--- src/rtl/decode_stage.sv ---
// -----------------------------------------------------------------------------
// decode_stage
//   Registered instruction-decode stage for a pipelined B32P-class CPU.
//   Takes instructions from fetch over a valid/ready handshake. It decodes the
//   4-bit opcode (top nibble of the instruction) into a 14-bit control bundle.
//   It presents instruction, PC and control to execute one cycle later.
//   The stage also provides:
//     - output backpressure
//     - flush
//     - a HALT wait state that an interrupt wakes up
//     - a count of accepted instructions
//
// Optional feature macro: ILLEGAL_OP_TRAP_EN
//   Defined   : accepting opcode 3 or 2 pulses illegal_op for the first cycle
//               the instruction is presented on out_*.
//   Undefined : illegal_op is tied low, and opcodes 3/2 decode as silent NOPs.
//
// Ports
//   clk          in   clock
//   reset        in   synchronous, active-high reset
//   in_valid     in   fetch presents an instruction
//   in_instr     in   instruction word (INSTR_W)
//   in_pc        in   PC of in_instr (ADDR_W)
//   in_ready     out  stage can accept this cycle (combinational)
//   out_valid    out  out_* holds a decoded instruction
//   out_ready    in   execute accepts out_*
//   out_instr    out  registered instruction
//   out_pc       out  registered PC
//   out_ctrl     out  control bundle:
//                       [0]  alu_use_const   [1]  push      [2]  pop
//                       [3]  dreg_we         [4]  mem_write [5]  mem_read
//                       [6]  jumpc           [7]  jumpr     [8]  branch
//                       [9]  halt            [10] reti      [11] getIntID
//                       [12] getPC           [13] clearCache
//   flush        in   discard the held instruction and the incoming one
//   irq          in   level interrupt request; wakes the HALTED state
//   halted       out  stage is in the HALTED state
//   illegal_op   out  one-cycle pulse on an undefined opcode (feature only)
//   instr_count  out  accepted-instruction count, wraps (CNT_W)
// -----------------------------------------------------------------------------
module decode_stage #(
    parameter int INSTR_W = 32,
    parameter int ADDR_W  = 27,
    parameter int CNT_W   = 32
) (
    input  logic               clk,
    input  logic               reset,
    input  logic               in_valid,
    input  logic [INSTR_W-1:0] in_instr,
    input  logic [ADDR_W-1:0]  in_pc,
    output logic               in_ready,
    output logic               out_valid,
    input  logic               out_ready,
    output logic [INSTR_W-1:0] out_instr,
    output logic [ADDR_W-1:0]  out_pc,
    output logic [13:0]        out_ctrl,
    input  logic               flush,
    input  logic               irq,
    output logic               halted,
    output logic               illegal_op,
    output logic [CNT_W-1:0]   instr_count
);

    // Control bundle bit positions
    localparam int C_ALU_CONST = 0;
    localparam int C_PUSH      = 1;
    localparam int C_POP       = 2;
    localparam int C_DREG_WE   = 3;
    localparam int C_MEM_WRITE = 4;
    localparam int C_MEM_READ  = 5;
    localparam int C_JUMPC     = 6;
    localparam int C_JUMPR     = 7;
    localparam int C_BRANCH    = 8;
    localparam int C_HALT      = 9;
    localparam int C_RETI      = 10;
    localparam int C_GETINTID  = 11;
    localparam int C_GETPC     = 12;
    localparam int C_CLRCACHE  = 13;

    localparam logic [3:0] OP_HALT = 4'hF;

    typedef enum logic [0:0] {
        ST_RUN    = 1'b0,
        ST_HALTED = 1'b1
    } state_t;

    // Opcode to control-bundle decode.
    // Opcodes 3 and 2 are undefined and decode as an all-zero NOP.
    function automatic logic [13:0] f_decode(input logic [3:0] op);
        logic [13:0] c;
        c = 14'd0;
        case (op)
            4'hF: c[C_HALT] = 1'b1;
            4'hE: begin c[C_MEM_READ] = 1'b1; c[C_DREG_WE] = 1'b1; end
            4'hD: c[C_MEM_WRITE] = 1'b1;
            4'hC: begin c[C_GETINTID] = 1'b1; c[C_DREG_WE] = 1'b1; end
            4'hB: c[C_PUSH] = 1'b1;
            4'hA: begin c[C_POP] = 1'b1; c[C_DREG_WE] = 1'b1; end
            4'h9: c[C_JUMPC] = 1'b1;
            4'h8: c[C_JUMPR] = 1'b1;
            4'h7: c[C_CLRCACHE] = 1'b1;
            4'h6: c[C_BRANCH] = 1'b1;
            4'h5: begin c[C_GETPC] = 1'b1; c[C_DREG_WE] = 1'b1; end
            4'h4: c[C_RETI] = 1'b1;
            4'h1: begin c[C_ALU_CONST] = 1'b1; c[C_DREG_WE] = 1'b1; end
            4'h0: c[C_DREG_WE] = 1'b1;
            default: c = 14'd0;
        endcase
        return c;
    endfunction

    state_t               r_state;
    state_t               w_state_nxt;
    logic                 w_in_ready;
    logic                 w_transfer;
    logic [3:0]           w_opcode;
    logic                 r_out_valid;
    logic [INSTR_W-1:0]   r_out_instr;
    logic [ADDR_W-1:0]    r_out_pc;
    logic [13:0]          r_out_ctrl;
    logic [CNT_W-1:0]     r_instr_count;

    assign w_opcode   = in_instr[INSTR_W-1 -: 4];
    // w_in_ready already excludes flush, so a flush always blocks the capture.
    assign w_transfer = in_valid && w_in_ready;

    // FSM state register
    always_ff @(posedge clk) begin
        if (reset) begin
            r_state <= ST_RUN;
        end else begin
            r_state <= w_state_nxt;
        end
    end

    // FSM next state.
    // Accepting a HALT parks the stage in HALTED.
    // While HALTED, only irq leaves the state; flush alone does not.
    always_comb begin
        w_state_nxt = r_state;
        case (r_state)
            ST_RUN: begin
                if (w_transfer && (w_opcode == OP_HALT)) begin
                    w_state_nxt = ST_HALTED;
                end else begin
                    w_state_nxt = ST_RUN;
                end
            end
            ST_HALTED: begin
                if (irq) begin
                    w_state_nxt = ST_RUN;
                end else begin
                    w_state_nxt = ST_HALTED;
                end
            end
            default: w_state_nxt = ST_RUN;
        endcase
    end

    // FSM outputs.
    // The stage accepts only in RUN, and only when the output slot is free
    // or is being drained this cycle.
    always_comb begin
        w_in_ready = 1'b0;
        halted     = 1'b0;
        if (reset || flush) begin
            w_in_ready = 1'b0;
        end else if (r_state == ST_RUN) begin
            w_in_ready = !r_out_valid || out_ready;
        end else begin
            w_in_ready = 1'b0;
        end
        if (r_state == ST_HALTED) begin
            halted = 1'b1;
        end else begin
            halted = 1'b0;
        end
    end

    // Output data registers.
    // They load only on a transfer; otherwise they hold bit-exact.
    always_ff @(posedge clk) begin
        if (reset) begin
            r_out_instr <= {INSTR_W{1'b0}};
            r_out_pc    <= {ADDR_W{1'b0}};
            r_out_ctrl  <= 14'd0;
        end else if (w_transfer) begin
            r_out_instr <= in_instr;
            r_out_pc    <= in_pc;
            r_out_ctrl  <= f_decode(w_opcode);
        end
    end

    // Output valid flag.
    // Flush wins over everything. A drain with no refill empties the slot.
    always_ff @(posedge clk) begin
        if (reset) begin
            r_out_valid <= 1'b0;
        end else if (flush) begin
            r_out_valid <= 1'b0;
        end else if (w_transfer) begin
            r_out_valid <= 1'b1;
        end else if (out_ready) begin
            r_out_valid <= 1'b0;
        end
    end

    // Accepted-instruction counter, wraps naturally
    always_ff @(posedge clk) begin
        if (reset) begin
            r_instr_count <= {CNT_W{1'b0}};
        end else if (w_transfer) begin
            r_instr_count <= r_instr_count + {{(CNT_W-1){1'b0}}, 1'b1};
        end
    end

`ifdef ILLEGAL_OP_TRAP_EN
    logic r_illegal_op;

    // Undefined-opcode trap.
    // Loaded at the same edge as out_valid, so the pulse lines up with the
    // first presentation of the instruction.
    always_ff @(posedge clk) begin
        if (reset) begin
            r_illegal_op <= 1'b0;
        end else begin
            r_illegal_op <= w_transfer && ((w_opcode == 4'h3) || (w_opcode == 4'h2));
        end
    end

    assign illegal_op = r_illegal_op;
`else
    assign illegal_op = 1'b0;
`endif

    assign in_ready    = w_in_ready;
    assign out_valid   = r_out_valid;
    assign out_instr   = r_out_instr;
    assign out_pc      = r_out_pc;
    assign out_ctrl    = r_out_ctrl;
    assign instr_count = r_instr_count;

endmodule
--- config.mk ---
export PLATFORM = sky130hd
export DESIGN_NAME = decode_stage
export DESIGN_NICKNAME = d
export VERILOG_FILES = /design/src/rtl/decode_stage.sv
export SDC_FILE = /design/constraint.sdc
export NUM_CORES = 1
export LEC_CHECK = 0
export CAP_MARGIN = 25
export CORE_ASPECT_RATIO = 0.8
export CORE_MARGIN = 1
export CORE_UTILIZATION = 34
export CTS_BUF_LIST = sky130_fd_sc_hd__clkbuf_8
export DETAILED_ROUTE_END_ITERATION = 10
export DONT_BUFFER_PORTS = 1
export GPL_TIMING_DRIVEN = 1
export PLACE_DENSITY = 0.48
export SYNTH_ARGS = -nofsm -noshare
export SYNTH_HDL_FRONTEND = slang
export SYNTH_SLANG_ARGS = --single-unit
--- constraint.sdc ---
create_clock -name clk -period 2.4 [get_ports clk]
set_clock_uncertainty 0.05 [all_clocks]
set_input_delay 0.12 -clock clk [delete_from_list [all_inputs] [get_ports clk]]
set_output_delay 0.12 -clock clk [all_outputs]
set_load 0.01 [all_outputs]
==> results of run 1 <==
[per-stage QoR]
step / total power [mW] / utilization (%) / setup slack [ns] / hold slack [ns]
2_1_floorplan: 1.99 / - / 0.0783 / 0.148
3_3_place_gp: 1.99 / 36.7 / 0.167 / 0.147
3_5_place_dp: 2.00 / 36.7 / 0.158 / 0.151
4_1_cts: 3.16 / 43.5 / 0.134 / 0.000755
5_1_grt: 3.25 / 43.5 / 0.0486 / 0.0174
6_report: 3.10 / 43.5 / 0.142 / 0.0288
[layout make-up]
cell class / count / area, um2
Tap cell: 171 / 214
Inverter: 3 / 11.3
Sequential cell: 107 / 2140
Multi-Input combinational cell: 380 / 1970
Fill cell: 1203 / 6900
Clock buffer: 10 / 138
Timing Repair Buffer: 81 / 796
Clock inverter: 6 / 41.3
[cells by family (layout without fill, tap and decap cells)]
group,Yosys count,in the layout,share of synthesized area (%)
compound gates,117,117,14.8
fa+ha+maj,1,1,0.294
other cells,1,1,0.0881
simple gates,250,250,28.3
mux,4,4,1.06
xor+xnor,7,7,1.44
flops,107,107,50.3
buf+inv,41,100,3.73
[report_power, final]
part	total, mW	internal, mW	switching [mW]
logic	0.223	0.111	0.112
registers	1.85	1.81	0.0418
clock network	1.02	0.406	0.619
total	3.10	2.33	0.773
[flip-flops by register name, summed over array words and instances (netlist names)]
signal,count
out_valid,1
out_pc,27
out_instr,32
r_state,1
instr_count,32
out_ctrl,14
[worst max-delay path by stage]
| stage | end | cells after the start | slack (ns) | start |
|---|---|---|---|---|
| after floorplan | instr_count[28] | 5 | 0.08 | r_state |
| after global placement | instr_count[14] | 5 | 0.17 | r_state |
| after detailed placement | instr_count[28] | 4 | 0.16 | r_state |
| after CTS | instr_count[28] | 4 | 0.13 | r_state |
| after global routing | instr_count[14] | 5 | 0.05 | r_state |
| final | instr_count[14] | 5 | 0.14 | r_state |
[critical path, delay by kind of cell (launching register included)]
family	cells	cell delay, ns
compound gates	1	0.14
simple gates	3	1.48
flops	1	0.32
buf+inv	1	0.20
[cell usage in the layout (no fill, tap or decap), types with 2 or more instances in the layout]
master	n
nand2_1	144
dfxtp_1	107
a21oi_1	94
dlygate4sd3_1	62
or4_1	19
buf_4	17
or3_1	15
nor2_1	14
nand4_1	14
o31ai_1	14
nand3_1	10
clkbuf_8	10
o21ai_0	6
nor2b_1	5
nand2b_1	5
inv_1	5
and4_1	5
and3_1	5
xor2_1	4
nor4_1	3
a211oi_1	3
nor3_1	3
and2_1	3
xnor2_1	3
mux2_1	2
mux2_2	2
clkinv_4	2
[metal layers]
metal,routed length [um],share of wire [%]
met3,959,8.4
met5,0,0
met1,5100,45
met4,167,1.5
met2,5220,46
[repair_timing]
action                                 4_1_cts  5_1_grt
gates resized for setup                      0        0
hold buffers                                63        0
endpoints found under the hold margin      107        0
==> results.sh, run 1 <==
export IMPL_drv_slew=0
export IMPL_synth_seq_cells=107
export IMPL_layoutNonFillerInstCount=758
export IMPL_ff2ff_path_depth=5
export IMPL_place_gp_congestion=0.714
export IMPL_cts_root_buf="clkbuf_8"
export IMPL_initial_core_util_pct=34.9
export IMPL_clk_latency_ns=0.38
export IMPL_antenna_found_initial=0
export IMPL_r2r_slack_ns=0.14
export IMPL_viasPerCell=5.11
export IMPL_path_class="register to register"
export IMPL_row_count=36
export IMPL_hold_path_endpoint="out_ctrl[3]"
export IMPL_clk_pin_slew_ns=0.10
export IMPL_grt_pass1_vias=3473
export IMPL_hold_class="input pin to register"
export IMPL_critPathMaxFanout=7
export IMPL_leakagePower_nw=1.75
export IMPL_grt_max_degree=112
export IMPL_grtUsageMet2_pct=26.5
export IMPL_outcome="completed"
export IMPL_drive_gt1_share_pct=6.81
export IMPL_min_from="in_instr[29]"
export IMPL_crit_chain="or4b_4, or4_1, buf_4, or3_1, a21oi_1"
export IMPL_cap_violations=0
export IMPL_diodes=0
export IMPL_yosysMostFrequentCell="nand2_1"
export IMPL_cts_path_max_buffers=2
export IMPL_syn_area_um2=4260
export IMPL_dieWidth_um=127
export IMPL_routed_wl_mm=11.4
export IMPL_num_vias=3871
export IMPL_synthTopCellsByCount="145 x nand2_1, 107 x dfxtp_1, 94 x a21oi_1, 35 x clkbuf_1, 19 x or4_1"
export IMPL_area_growth_synth_to_final_pct=24.7
export IMPL_synth_edf_count=0
export IMPL_startpoint_type="register"
export IMPL_seq_area_frac_synth_pct=50.3
export IMPL_yosysTopAreaCell="dfxtp_1"
export IMPL_whs_path_depth=4
export IMPL_dp_hpwl_mm=7.43
export IMPL_period_share_pct=94.1
export IMPL_post_cts_buffers=0
export IMPL_drc=0
export IMPL_fin_nets=648
export IMPL_grt_use_met1_pct=21.5
export IMPL_h_tree_depth=3
export IMPL_cts_sinks=107
export IMPL_syn_area_per_cell_um2=8.06
export IMPL_tightest_slew_ns=0.633
export IMPL_post_synth_top_area_fraction_pct=50.3
export IMPL_cp_end_kind="register"
export IMPL_cts_made_buffers=9
export IMPL_power_density_nw_per_um2=584
export IMPL_syn_inst=528
export IMPL_required_ns=2.67
export IMPL_gr_total_overflow=0
export IMPL_synth_ff_type="dfxtp_1"
export IMPL_finalCriticalPeriod_ns=2.26
export IMPL_rr_endpoint="instr_count[14]"
export IMPL_die_area_um2=13000
export IMPL_async_reset_ff_share_pct=0
export IMPL_fmax_mhz=443
export IMPL_rsz0062_at_grt="false"
export IMPL_timing_setup_tns_ns=0
export IMPL_setup_violations_final=0
export IMPL_hold_violations=0
export IMPL_wire_per_inst_um=15.1
export IMPL_cts_tree="done"
export IMPL_ir_drop_mv=0.486
export IMPL_grt_busiest_layer="met2"
export IMPL_yosysUniqueCellTypes=32
export IMPL_yosys_top_cells_area="dfxtp_1 50%, nand2_1 13%, a21oi_1 11%"
export IMPL_r2r_start="r_state"
export IMPL_io_buffers=0
export IMPL_drt_pass1_iterations=6
export IMPL_critPathArrivalTime_ns=2.52
export IMPL_grt_first_pass_wirelength_mm=17.5
export IMPL_syn_nets=594
export IMPL_final_area_um2=5310
export IMPL_grt_total_usage_pct=17.3
export IMPL_die_y_um=102
export IMPL_io_pins=174
export IMPL_ant_nets=0
export IMPL_ys_warn_count=0
export IMPL_drtIter0Drc=150
export IMPL_relSlewSlack_pct=57.8
export IMPL_cpPeakStageDelay_ns=0.61
export IMPL_cp_slowest_cell="or4_1"
export IMPL_place_area_um2=4480
export IMPL_met3_usage_pct=8.27
export IMPL_placed_cells=679
export IMPL_core_um2=12200
(Power assumes the default switching activity.)
==> run 2: changes to the inputs <==
--- a/config.mk
+++ b/config.mk
@@ -13,7 +13,7 @@
 export DETAILED_ROUTE_END_ITERATION = 10
 export DONT_BUFFER_PORTS = 1
 export GPL_TIMING_DRIVEN = 1
-export PLACE_DENSITY = 0.48
+export PLACE_DENSITY = 0.53
 export SYNTH_ARGS = -nofsm -noshare
 export SYNTH_HDL_FRONTEND = slang
 export SYNTH_SLANG_ARGS = --single-unit
==> results.sh, run 2 (synthesized netlist as in run 1, its figures left out) <==
export IMPL_outcome="completed"
export IMPL_cp_end_kind="register"
export IMPL_p_comb_share_pct=6.8
export IMPL_dp_hpwl_mm=7.47
export IMPL_clk_pin_slew_ns=0.11
export IMPL_cap_violations=0
export IMPL_rsz0062_at_grt="false"
export IMPL_switching_share_pct=24.0
export IMPL_cts_root_buf="clkbuf_8"
export IMPL_io_pins=174
export IMPL_switching_power_uw=797
export IMPL_cts_path_max_buffers=2
export IMPL_fin_nets=646
export IMPL_startpoint_type="register"
export IMPL_period_share_pct=93.8
export IMPL_critPathArrivalTime_ns=2.50
export IMPL_drv_slew=0
export IMPL_hold_class="input pin to register"
export IMPL_initial_core_util_pct=34.9
export IMPL_cp_num_buf_inv=1
export IMPL_dieWidth_um=127
export IMPL_finalCriticalPeriod_ns=2.25
export IMPL_hold_violations=0
export IMPL_power_frac_seq_pct=55.9
export IMPL_cpPeakStageDelay_ns=0.60
export IMPL_crit_chain="or4b_4, or4_1, buf_4, or3_1, a21oi_1"
export IMPL_die_y_um=102
export IMPL_cts_sinks=107
export IMPL_multiInputGateArea_um2=1970
export IMPL_setup_violations_final=0
export IMPL_drive_gt1_share_pct=6.67
export IMPL_p_int_mw=2.52
export IMPL_tightest_slew_ns=0.526
export IMPL_fmax_mhz=444
export IMPL_crit_family="simple AND/OR/NAND/NOR gates"
export IMPL_wire_per_inst_um=15.3
export IMPL_ff_latch_area_um2=2140
export IMPL_grt_first_pass_wirelength_mm=17.7
export IMPL_post_cts_buffers=0
export IMPL_pre_cts_ws_ns=0.166
export IMPL_drt_pass1_iterations=4
export IMPL_final_common_cell="nand2_1"
export IMPL_timing_setup_tns_ns=0
export IMPL_die_area_um2=13000
export IMPL_grt_pass1_vias=3490
export IMPL_ctsHoldBuffers=64
export IMPL_ant_nets=0
export IMPL_core_um2=12200
export IMPL_row_count=36
export IMPL_diodes=0
export IMPL_power_density_nw_per_um2=621
export IMPL_relSlewSlack_pct=64.9
export IMPL_num_vias=3880
export IMPL_grt_total_usage_pct=17.1
export IMPL_place_gp_congestion=0.800
export IMPL_antenna_found_initial=0
export IMPL_critPathMaxFanout=7
export IMPL_area_growth_synth_to_final_pct=25.4
export IMPL_h_tree_depth=3
export IMPL_worst_slack_ns=0.149
export IMPL_path_class="register to register"
export IMPL_cts_resized=0
export IMPL_drc=0
export IMPL_cts_tree="done"
export IMPL_drtIter0Drc=183
export IMPL_required_ns=2.65
export IMPL_leakagePower_nw=1.77
export IMPL_grt_max_degree=112
export IMPL_cp_slowest_cell="or4_1"
export IMPL_gr_total_overflow=0
export IMPL_nFillCells=1195
export IMPL_clk_latency_ns=0.37
export IMPL_cts_made_buffers=9
export IMPL_clkPwrFrac_pct=37.3
export IMPL_routed_wl_mm=11.6
export IMPL_most_common_layout_cells="144 x nand2_1, 107 x dfxtp_1, 94 x a21oi_1"
export IMPL_io_buffers=0
export IMPL_viasPerCell=5.13
export IMPL_ir_drop_mv=0.272
## run 2: cell count changes in the layout (fill, tap and decap cells not counted), sizes merged
cell,delta
dlygate4sd3,+1
bufinv,+2
clkinvlp,-1
clkinv,+1
buf,-3
clkbuf,-1
inv,-1
## run 2: per-stage QoR
step	total power [mW]	cells	utilization (%)	cell area, um2	hold slack [ns]
finish	3.32	756	43.7	5340	0.0288
global placement	2.00	676	36.5	4460	0.146
floorplan	1.99	528	-	4260	0.148
global route	3.46	756	43.7	5340	0.0455
detailed placement	2.00	676	36.5	4460	0.151
CTS	3.38	756	43.7	5340	0.00236
## run 2: layout make-up
cell class,instances,share of cell area [%]
multi-input cells,380,36.8
flip-flops and latches,107,40.1
clock buffers,9,2.32
clock inverters,7,1.85
inverters,3,0.211
repair buffers,79,14.7
well taps,171,4.01
## run 2: worst paths after layout
kind,slack [ns],depth (start not counted),start,endpoint
setup / recovery,0.15,5,r_state,instr_count[14]
hold / removal,0.03,4,in_instr[29],out_ctrl[3]
setup reg to reg,0.15,5,r_state,instr_count[14]
hold reg to reg,0.46,2,out_instr[12],out_instr[12]
## run 2: worst reg2reg max path: stages, from the launching register on
cell     delay (ns)
dfxtp_1        0.33
or4b_4         0.53
or4_1          0.60
buf_4          0.20
or3_1          0.34
a21oi_1        0.14
## run 2: layer usage
layer | wire length, um | vias to the layer above | track usage (%)
met5 | 0 | - | 0
met4 | 120 | 0 | 4.58
li1 | - | 1935 | -
met1 | 5260 | 1798 | 22.6
met2 | 5340 | 134 | 26.9
met3 | 860 | 13 | 5.81
## run 2: power groups by stage
stage | Combinational (mW) | Sequential (mW) | Clock [mW]
3_5_place_dp | 0.105 | 1.89 | 0
2_1_floorplan | 0.105 | 1.89 | 0
6_report | 0.225 | 1.85 | 1.24
4_1_cts | 0.226 | 1.85 | 1.30
5_1_grt | 0.249 | 1.86 | 1.35
3_3_place_gp | 0.102 | 1.89 | 0
